==> config.mk <==
export PLATFORM = sky130hd
export DESIGN_NAME = alu_cmd_ctrl
export DESIGN_NICKNAME = d
export VERILOG_FILES = /design/src/rtl/alu_cmd_ctrl.sv
export SDC_FILE = /design/constraint.sdc
export NUM_CORES = 1
export LEC_CHECK = 0
export CAP_MARGIN = 20
export CORE_ASPECT_RATIO = 1.2
export CORE_MARGIN = 2
export CORE_UTILIZATION = 50
export DETAILED_ROUTE_END_ITERATION = 8
export DONT_BUFFER_PORTS = 1
export PLACE_DENSITY = 0.73
export SLEW_MARGIN = 15
export SYNTH_ARGS = -nofsm -noshare
export SYNTH_HDL_FRONTEND = slang
export SYNTH_SLANG_ARGS = --single-unit
==> constraint.sdc <==
create_clock -name i_clk -period 2.7 [get_ports i_clk]
set_input_delay 0.54 -clock i_clk [delete_from_list [all_inputs] [get_ports i_clk]]
set_output_delay 0.54 -clock i_clk [all_outputs]
set_load 0.1 [all_outputs]
==> src/rtl/alu_cmd_ctrl.sv <==
// Byte-command front end for an external ALU: a configure frame loads operands and
// opcode atomically, and a display command transmits the latched result and flags.
module alu_cmd_ctrl #(
  parameter logic [7:0] CMD_CONFIG     = 8'hCD,
  parameter logic [7:0] CMD_DISPLAY    = 8'hD1,
  parameter int         TIMEOUT_CYCLES = 1_000_000
) (
  input  logic       i_clk,
  input  logic       i_rst_n,
  input  logic [7:0] i_rx_data,
  input  logic       i_rx_valid,
  output logic [7:0] o_tx_data,
  output logic       o_tx_start,
  input  logic       i_tx_done,
  output logic [7:0] o_alu_a,
  output logic [7:0] o_alu_b,
  output logic [5:0] o_alu_op,
  input  logic [7:0] i_alu_result,
  input  logic       i_alu_zero,
  input  logic       i_alu_overflow,
  output logic       o_busy,
  output logic       o_err
);

  localparam int CNT_W = (TIMEOUT_CYCLES > 1) ? $clog2(TIMEOUT_CYCLES) : 1;

  typedef enum logic [2:0] {
    IDLE,
    GET_A,
    GET_B,
    GET_OP,
    SEND_RES,
    WAIT_RES,
    SEND_FLG,
    WAIT_FLG
  } state_t;

  state_t           r_state;
  logic [7:0]       r_shadowA;
  logic [7:0]       r_shadowB;
  logic [7:0]       r_resSnap;
  logic [7:0]       r_flgSnap;
  logic [CNT_W-1:0] r_timeoutCnt;

  logic w_opValid;
  logic w_timeoutHit;

  // The whole opcode byte is checked, so set upper bits never alias a legal code.
  always_comb begin
    w_opValid = 1'b0;
    case (i_rx_data)
      8'h20, 8'h22, 8'h24, 8'h25,
      8'h26, 8'h27, 8'h02, 8'h03: w_opValid = 1'b1;
      default:                    w_opValid = 1'b0;
    endcase
  end

  assign w_timeoutHit = (r_timeoutCnt == CNT_W'(TIMEOUT_CYCLES - 1));
  assign o_busy       = (r_state != IDLE);

  always_ff @(posedge i_clk or negedge i_rst_n) begin
    if (!i_rst_n) begin
      r_state      <= IDLE;
      r_shadowA    <= 8'h00;
      r_shadowB    <= 8'h00;
      r_resSnap    <= 8'h00;
      r_flgSnap    <= 8'h00;
      r_timeoutCnt <= '0;
      o_alu_a      <= 8'h00;
      o_alu_b      <= 8'h00;
      o_alu_op     <= 6'h20;
      o_tx_data    <= 8'h00;
      o_tx_start   <= 1'b0;
      o_err        <= 1'b0;
    end else begin
      o_err      <= 1'b0;
      o_tx_start <= 1'b0;
      case (r_state)
        IDLE: begin
          if (i_rx_valid) begin
            if (i_rx_data == CMD_CONFIG) begin
              r_state      <= GET_A;
              r_timeoutCnt <= '0;
            end else if (i_rx_data == CMD_DISPLAY) begin
              r_state   <= SEND_RES;
              r_resSnap <= i_alu_result;
              r_flgSnap <= {6'b0, i_alu_overflow, i_alu_zero};
            end else begin
              o_err <= 1'b1;
            end
          end
        end

        // A byte arriving on the final count cycle takes priority over the timeout.
        GET_A, GET_B, GET_OP: begin
          if (i_rx_valid) begin
            r_timeoutCnt <= '0;
            if (r_state == GET_A) begin
              r_shadowA <= i_rx_data;
              r_state   <= GET_B;
            end else if (r_state == GET_B) begin
              r_shadowB <= i_rx_data;
              r_state   <= GET_OP;
            end else begin
              if (w_opValid) begin
                o_alu_a  <= r_shadowA;
                o_alu_b  <= r_shadowB;
                o_alu_op <= i_rx_data[5:0];
              end else begin
                o_err <= 1'b1;
              end
              r_state <= IDLE;
            end
          end else if (w_timeoutHit) begin
            r_state      <= IDLE;
            r_shadowA    <= 8'h00;
            r_shadowB    <= 8'h00;
            r_timeoutCnt <= '0;
            o_err        <= 1'b1;
          end else begin
            r_timeoutCnt <= r_timeoutCnt + CNT_W'(1);
          end
        end

        SEND_RES: begin
          o_tx_data  <= r_resSnap;
          o_tx_start <= 1'b1;
          r_state    <= WAIT_RES;
          if (i_rx_valid) o_err <= 1'b1;
        end

        WAIT_RES: begin
          if (i_tx_done) r_state <= SEND_FLG;
          if (i_rx_valid) o_err <= 1'b1;
        end

        SEND_FLG: begin
          o_tx_data  <= r_flgSnap;
          o_tx_start <= 1'b1;
          r_state    <= WAIT_FLG;
          if (i_rx_valid) o_err <= 1'b1;
        end

        WAIT_FLG: begin
          if (i_tx_done) r_state <= IDLE;
          if (i_rx_valid) o_err <= 1'b1;
        end

        default: r_state <= IDLE;
      endcase
    end
  end

endmodule

; ---- Yosys cells after proc, flatten, opt, wreduce, memory -nomap -nowiden
; Cells that the tools add are included.
; W data, S select, Z words.
[classes]
eq_ne = 27
n_reduce_logical = 15
mux = 34
bitwise_logic = 3
addsub = 1
[op_table]
columns = op, count
row1 = $mux W20, 4
row2 = $eq A8 B6 Y1 const B, 6
row3 = $mux W8, 6
row4 = $pmux W20 S2, 1
row5 = $mux W3, 7
row6 = $add A20 B1 Y20 const B, 1
row7 = $eq A20 B20 Y1 const B, 1
row8 = $pmux W3 S6, 1
row9 = $eq A8 B2 Y1 const B, 2
row10 = $eq A8 B8 Y1 const B, 2
row11 = $pmux W8 S2, 1
row12 = $eq A3 B3 Y1 const B, 4
row13 = $mux W1, 11
row14 = $ne A2 B2 Y1 const B, 5
row15 = $reduce_and A5 Y1, 2
row16 = $reduce_and A4 Y1, 2
row17 = $reduce_or A8 Y1, 1
row18 = $eq A3 B2 Y1 const B, 2
row19 = $ne A3 B3 Y1 const B, 2
row20 = $reduce_and A3 Y1, 2
row21 = $reduce_bool A2 Y1, 3
row22 = $mux W2, 2
row23 = $ne A2 B1 Y1 const B, 2
row24 = $reduce_or A4 Y1, 1
row25 = other kinds (7), 9
[totals]
word_cells = 92
output_inout_bits = 33
input_bits = 22
ff_bits = 81

; ---- Depth between registers and ports, before layout
[depth]
word_depth = 8
ltp_mapped = 7
depth_no_buf = 6

; ---- Worst setup path before layout
; OpenSTA, ideal clock, no wires.
[synth_path]
path_type = register to register
start = register r_state[0]
end = register r_flgSnap[1]
period_less_slack_ns = 2.403
setup_time_ns = 0.125
slack_ns = 0.297
path_stages_with_launch = 6
required_time_ns = 2.575
path_buffers = 2
arrival_ns = 2.278
cell_sequence = dfrtp_1 > clkbuf_1 > or3_1 > nor4_2 > buf_4 > mux2_2
[synth_between]
elab_chain_cells = 2
[synth_lines]
columns = item, line_no
row1 = from (decl), 38  ; state_t r_state;
row2 = from (signal assigned), 63  ; r_state <= IDLE;
row3 = from (signal assigned), 82  ; r_state <= GET_A;
row4 = from (signal assigned), 85  ; r_state <= SEND_RES;
row5 = $logic_not A3 Y1, 78  ; case (r_state)
row6 = $reduce_and A4 Y1 (no source line), -
row7 = to (signal assigned), 87  ; r_flgSnap <= {6'b0, i_alu_overflow, i_alu_zero};
row8 = to (decl), 42  ; logic [7:0] r_flgSnap;
; No other way between the ends.
; A chain may end at the register's enable or synchronous reset.

; ---- Worst setup path in the final report
[layout_path]
start = register r_state[2]
end = output port o_busy
[layout_between]
elab_chain_cells = 1
[layout_lines]
columns = item, line_no
row1 = $reduce_bool A3 Y1, 59  ; assign o_busy = (r_state != IDLE);
row2 = to (decl), 21  ; output logic o_busy,
; No other way between the ends.

==> impl_metrics.json <==
{
  "min_path_type": "input pin to asynchronous set/reset pin",
  "slowest_stage": "dfrtp_1",
  "slew_headroom": 0.3866,
  "synth_top_area_share": 0.5193,
  "clkTransAtPathRegs_ps": 90,
  "clock_tree.buffer_depth": 2,
  "fin_crit_sh": 0.7900,
  "synth_seq_cells": 81,
  "drv_cap": 0,
  "r2r-start": "r_timeoutCnt[0]$_DFFE_PN0P_",
  "use_met2": 0.3010,
  "layout-drive-gt1-share": 0.1795,
  "synth_edf_count": 0,
  "synth_top_cell_by_area": "dfrtp_1",
  "ir_worst_vdd_mv": 0.5231,
  "clock-sinks": 81,
  "coreArea_um2": 7576,
  "grt_pass1_vias": 2551,
  "grt_usage": 0.1880,
  "antenna_found_initial": 0,
  "grt.busiest_layer": "met2",
  "path_cells": "or3_1 -> buf_4",
  "synth_cell_type_count": 46,
  "p_leak_nw": 1.865,
  "worst_slew_pin_slew_ps": 920.1,
  "synthArstFlopShare": 1.000,
  "synth_cells": 346,
  "cts_root_buffer": "clkbuf_8",
  "critPathRequiredTime_ps": 2160,
  "numPortBuffers": 0,
  "postLayoutCoreUtil": 0.5491,
  "grtUsageMet1": 0.2493,
  "power_mw": 3.808,
  "finalWorstPathRequiredPeriod_ps": 2133,
  "wl_per_cell_um": 17.40,
  "clk_latency_ps": 350,
  "grt_pass1_wl_mm": 12.83,
  "initial_core_util": 0.5088,
  "grt-ovfl-total": 0,
  "drt-initial-drc-count": 175,
  "slew_viol_final": 0,
  "rr_endpoint": "r_state[0]$_DFFE_PN0P_",
  "drc": 0,
  "avgSynthCellArea_um2": 11.14,
  "grt_use_met3": 0.05510,
  "cp.arrival_ps": 1590,
  "syn_area_um2": 3855,
  "synth_warnings": 0,
  "die_y_um": 100.2,
  "postCtsHoldBufs": 1,
  "ios": 55,
  "routabilityCongestion": 0.8773,
  "ys_seq_area_frac": 0.5261,
  "vias": 2689,
  "wl_mm": 7.710,
  "endpoint_kind": "output port",
  "dp_hpwl_mm": 5.015,
  "hold_viol_final": 0,
  "die-area_um2": 8431,
  "rows": 35,
  "syn-num-nets": 369,
  "cts_resized": 0,
  "finalHoldWorstSlack_ps": 27.44,
  "r2r_setup_slack_ps": 650,
  "start_kind": "flip-flop",
  "die_w_um": 84.16,
  "cp_slowest_stage_delay_ps": 510,
  "setup_tns_ps": 0,
  "skew_ps": 7.587,
  "cts_setup_buffers": 0,
  "fin_nets": 369,
  "area_growth_syn_to_layout_pct": 7.920,
  "critPathKind": "flip-flop to output port",
  "status": "completed",
  "cts_made_buffers": 9,
  "critPathMaxFanout": 12,
  "grt_max_degree": 81,
  "drt_first_pass_iters": 4,
  "synth-main-ff-cell": "dfrtp_1",
  "rsz0062_at_grt": "no",
  "max_freq_ghz": 0.4688,
  "diodes": 0,
  "r2r_cells": 6,
  "cts_htree_levels": 3,
  "synth.area.top_cells": "dfrtp_1, mux2_4, a31oi_1",
  "ant_nets": 0,
  "routed_via_density": 6.070,
  "cts_tree": "yes",
  "power_density_nw_per_um2": 915.3,
  "setup_violations": 0
}
layer usage:
metal | vias to the layer above | wire [um]
met2 | 63 | 3692
met3 | 7 | 412
met5 | - | 0
met1 | 1345 | 3523
met4 | 0 | 82
li1 | 1274 | -
logic make-up after synthesis:
family                   count (synthesis)  share of synthesized area
AND/OR/NAND/NOR                        106                     0.1535
buffers and inverters                   25                    0.03018
adder cells (fa/ha/maj)                  2                   0.005842
multiplexers                            34                     0.1159
flip-flops                              81                     0.5261
AO/OA/AOI/OAI                           98                     0.1685
cell type report:
| cell class | count | area, um^2 |
|---|---|---|
| multi-input cells | 240 | 1710 |
| repair buffers | 9 | 87.58 |
| flip-flops and latches | 81 | 2028 |
| fillers | 632 | 3416 |
| inverters | 5 | 18.77 |
| well taps | 92 | 115.1 |
| clock inverters | 7 | 76.32 |
| clock buffers | 9 | 123.9 |
worst max-delay path, delay by kind of cell, from the launching register on:
family / cells / cell delay, ps
flip-flops: 1 / 510
AND/OR/NAND/NOR: 1 / 460
buffers and inverters: 1 / 280
registers in the layout, summed over array words and instances (netlist names), 2 cells and up:
register	cells
r_timeoutCnt	20
r_shadowB	8
r_shadowA	8
r_state	3
o_alu_b	8
r_flgSnap	2
r_resSnap	8
o_alu_a	8
o_tx_data	8
o_alu_op	6
cell usage after synthesis, types with 2 or more instances:
master and instances:
inv_1 5, nor2b_1 18, a21oi_1 16, or3b_2 2, nor2_1 10, nand3_1 8
nor4b_1 2, nand4b_1 2, nand2b_1 11, clkbuf_1 14, a41oi_1 2, and4_1 2
nand4_1 3, mux2i_1 3, a21o_1 5, buf_6 2, nor3b_1 2, and2_1 3
a31oi_1 29, o21ai_0 16, mux2_4 18, o211ai_1 3, o22a_1 2, buf_2 3
o2bb2ai_1 17, nor4_2 2, dfrtp_1 80, nor3_1 4, nand2_1 29, nand3b_1 2
or3_1 2, mux2_2 13, and3_1 3
placed cells by master (no fill, tap or decap), types with 5 or more instances in the layout:
cell	count
a21oi_1	16
nand2_1	29
dfrtp_1	80
o2bb2ai_1	17
mux2_2	13
o21ai_0	16
buf_4	8
mux2_4	18
nor2b_1	18
clkbuf_8	9
nand2b_1	11
a21o_1	5
inv_1	5
a31oi_1	29
nand3_1	8
nor2_1	10
power by group:
part	internal [mW]	switching [mW]
Combinational	0.424	0.630
Sequential	1.42	0.442
Clock	0.435	0.459
per-stage QoR:
step / instance area [um^2] / worst slack, ps / instances
after floorplan: 3855 / 296.9 / 346
after global placement: 3933 / 669.6 / 426
after detailed placement: 3933 / 645.3 / 426
after CTS: 4160 / 581.1 / 443
after global routing: 4160 / 442.7 / 443
final: 4160 / 567.0 / 443
how the worst max path moves through the flow:
stage / slack (ps) / depth (start not counted) / endpoint / startpoint
detailed placement: 650 / 6 / o_alu_op[0]$_DFFE_PN0P_ / i_rx_data[3]
floorplan: 300 / 5 / r_flgSnap[1]$_DFFE_PN0P_ / r_state[0]$_DFFE_PN0P_
CTS: 580 / 2 / o_busy / r_state[2]$_DFFE_PN0P_
global placement: 670 / 5 / r_resSnap[3]$_DFFE_PN0P_ / i_rx_data[3]
global route: 440 / 6 / r_state[0]$_DFFE_PN0P_ / r_timeoutCnt[0]$_DFFE_PN0P_
finish: 570 / 2 / o_busy / r_state[2]$_DFFE_PN0P_
Power figures use the tool's default switching activity.
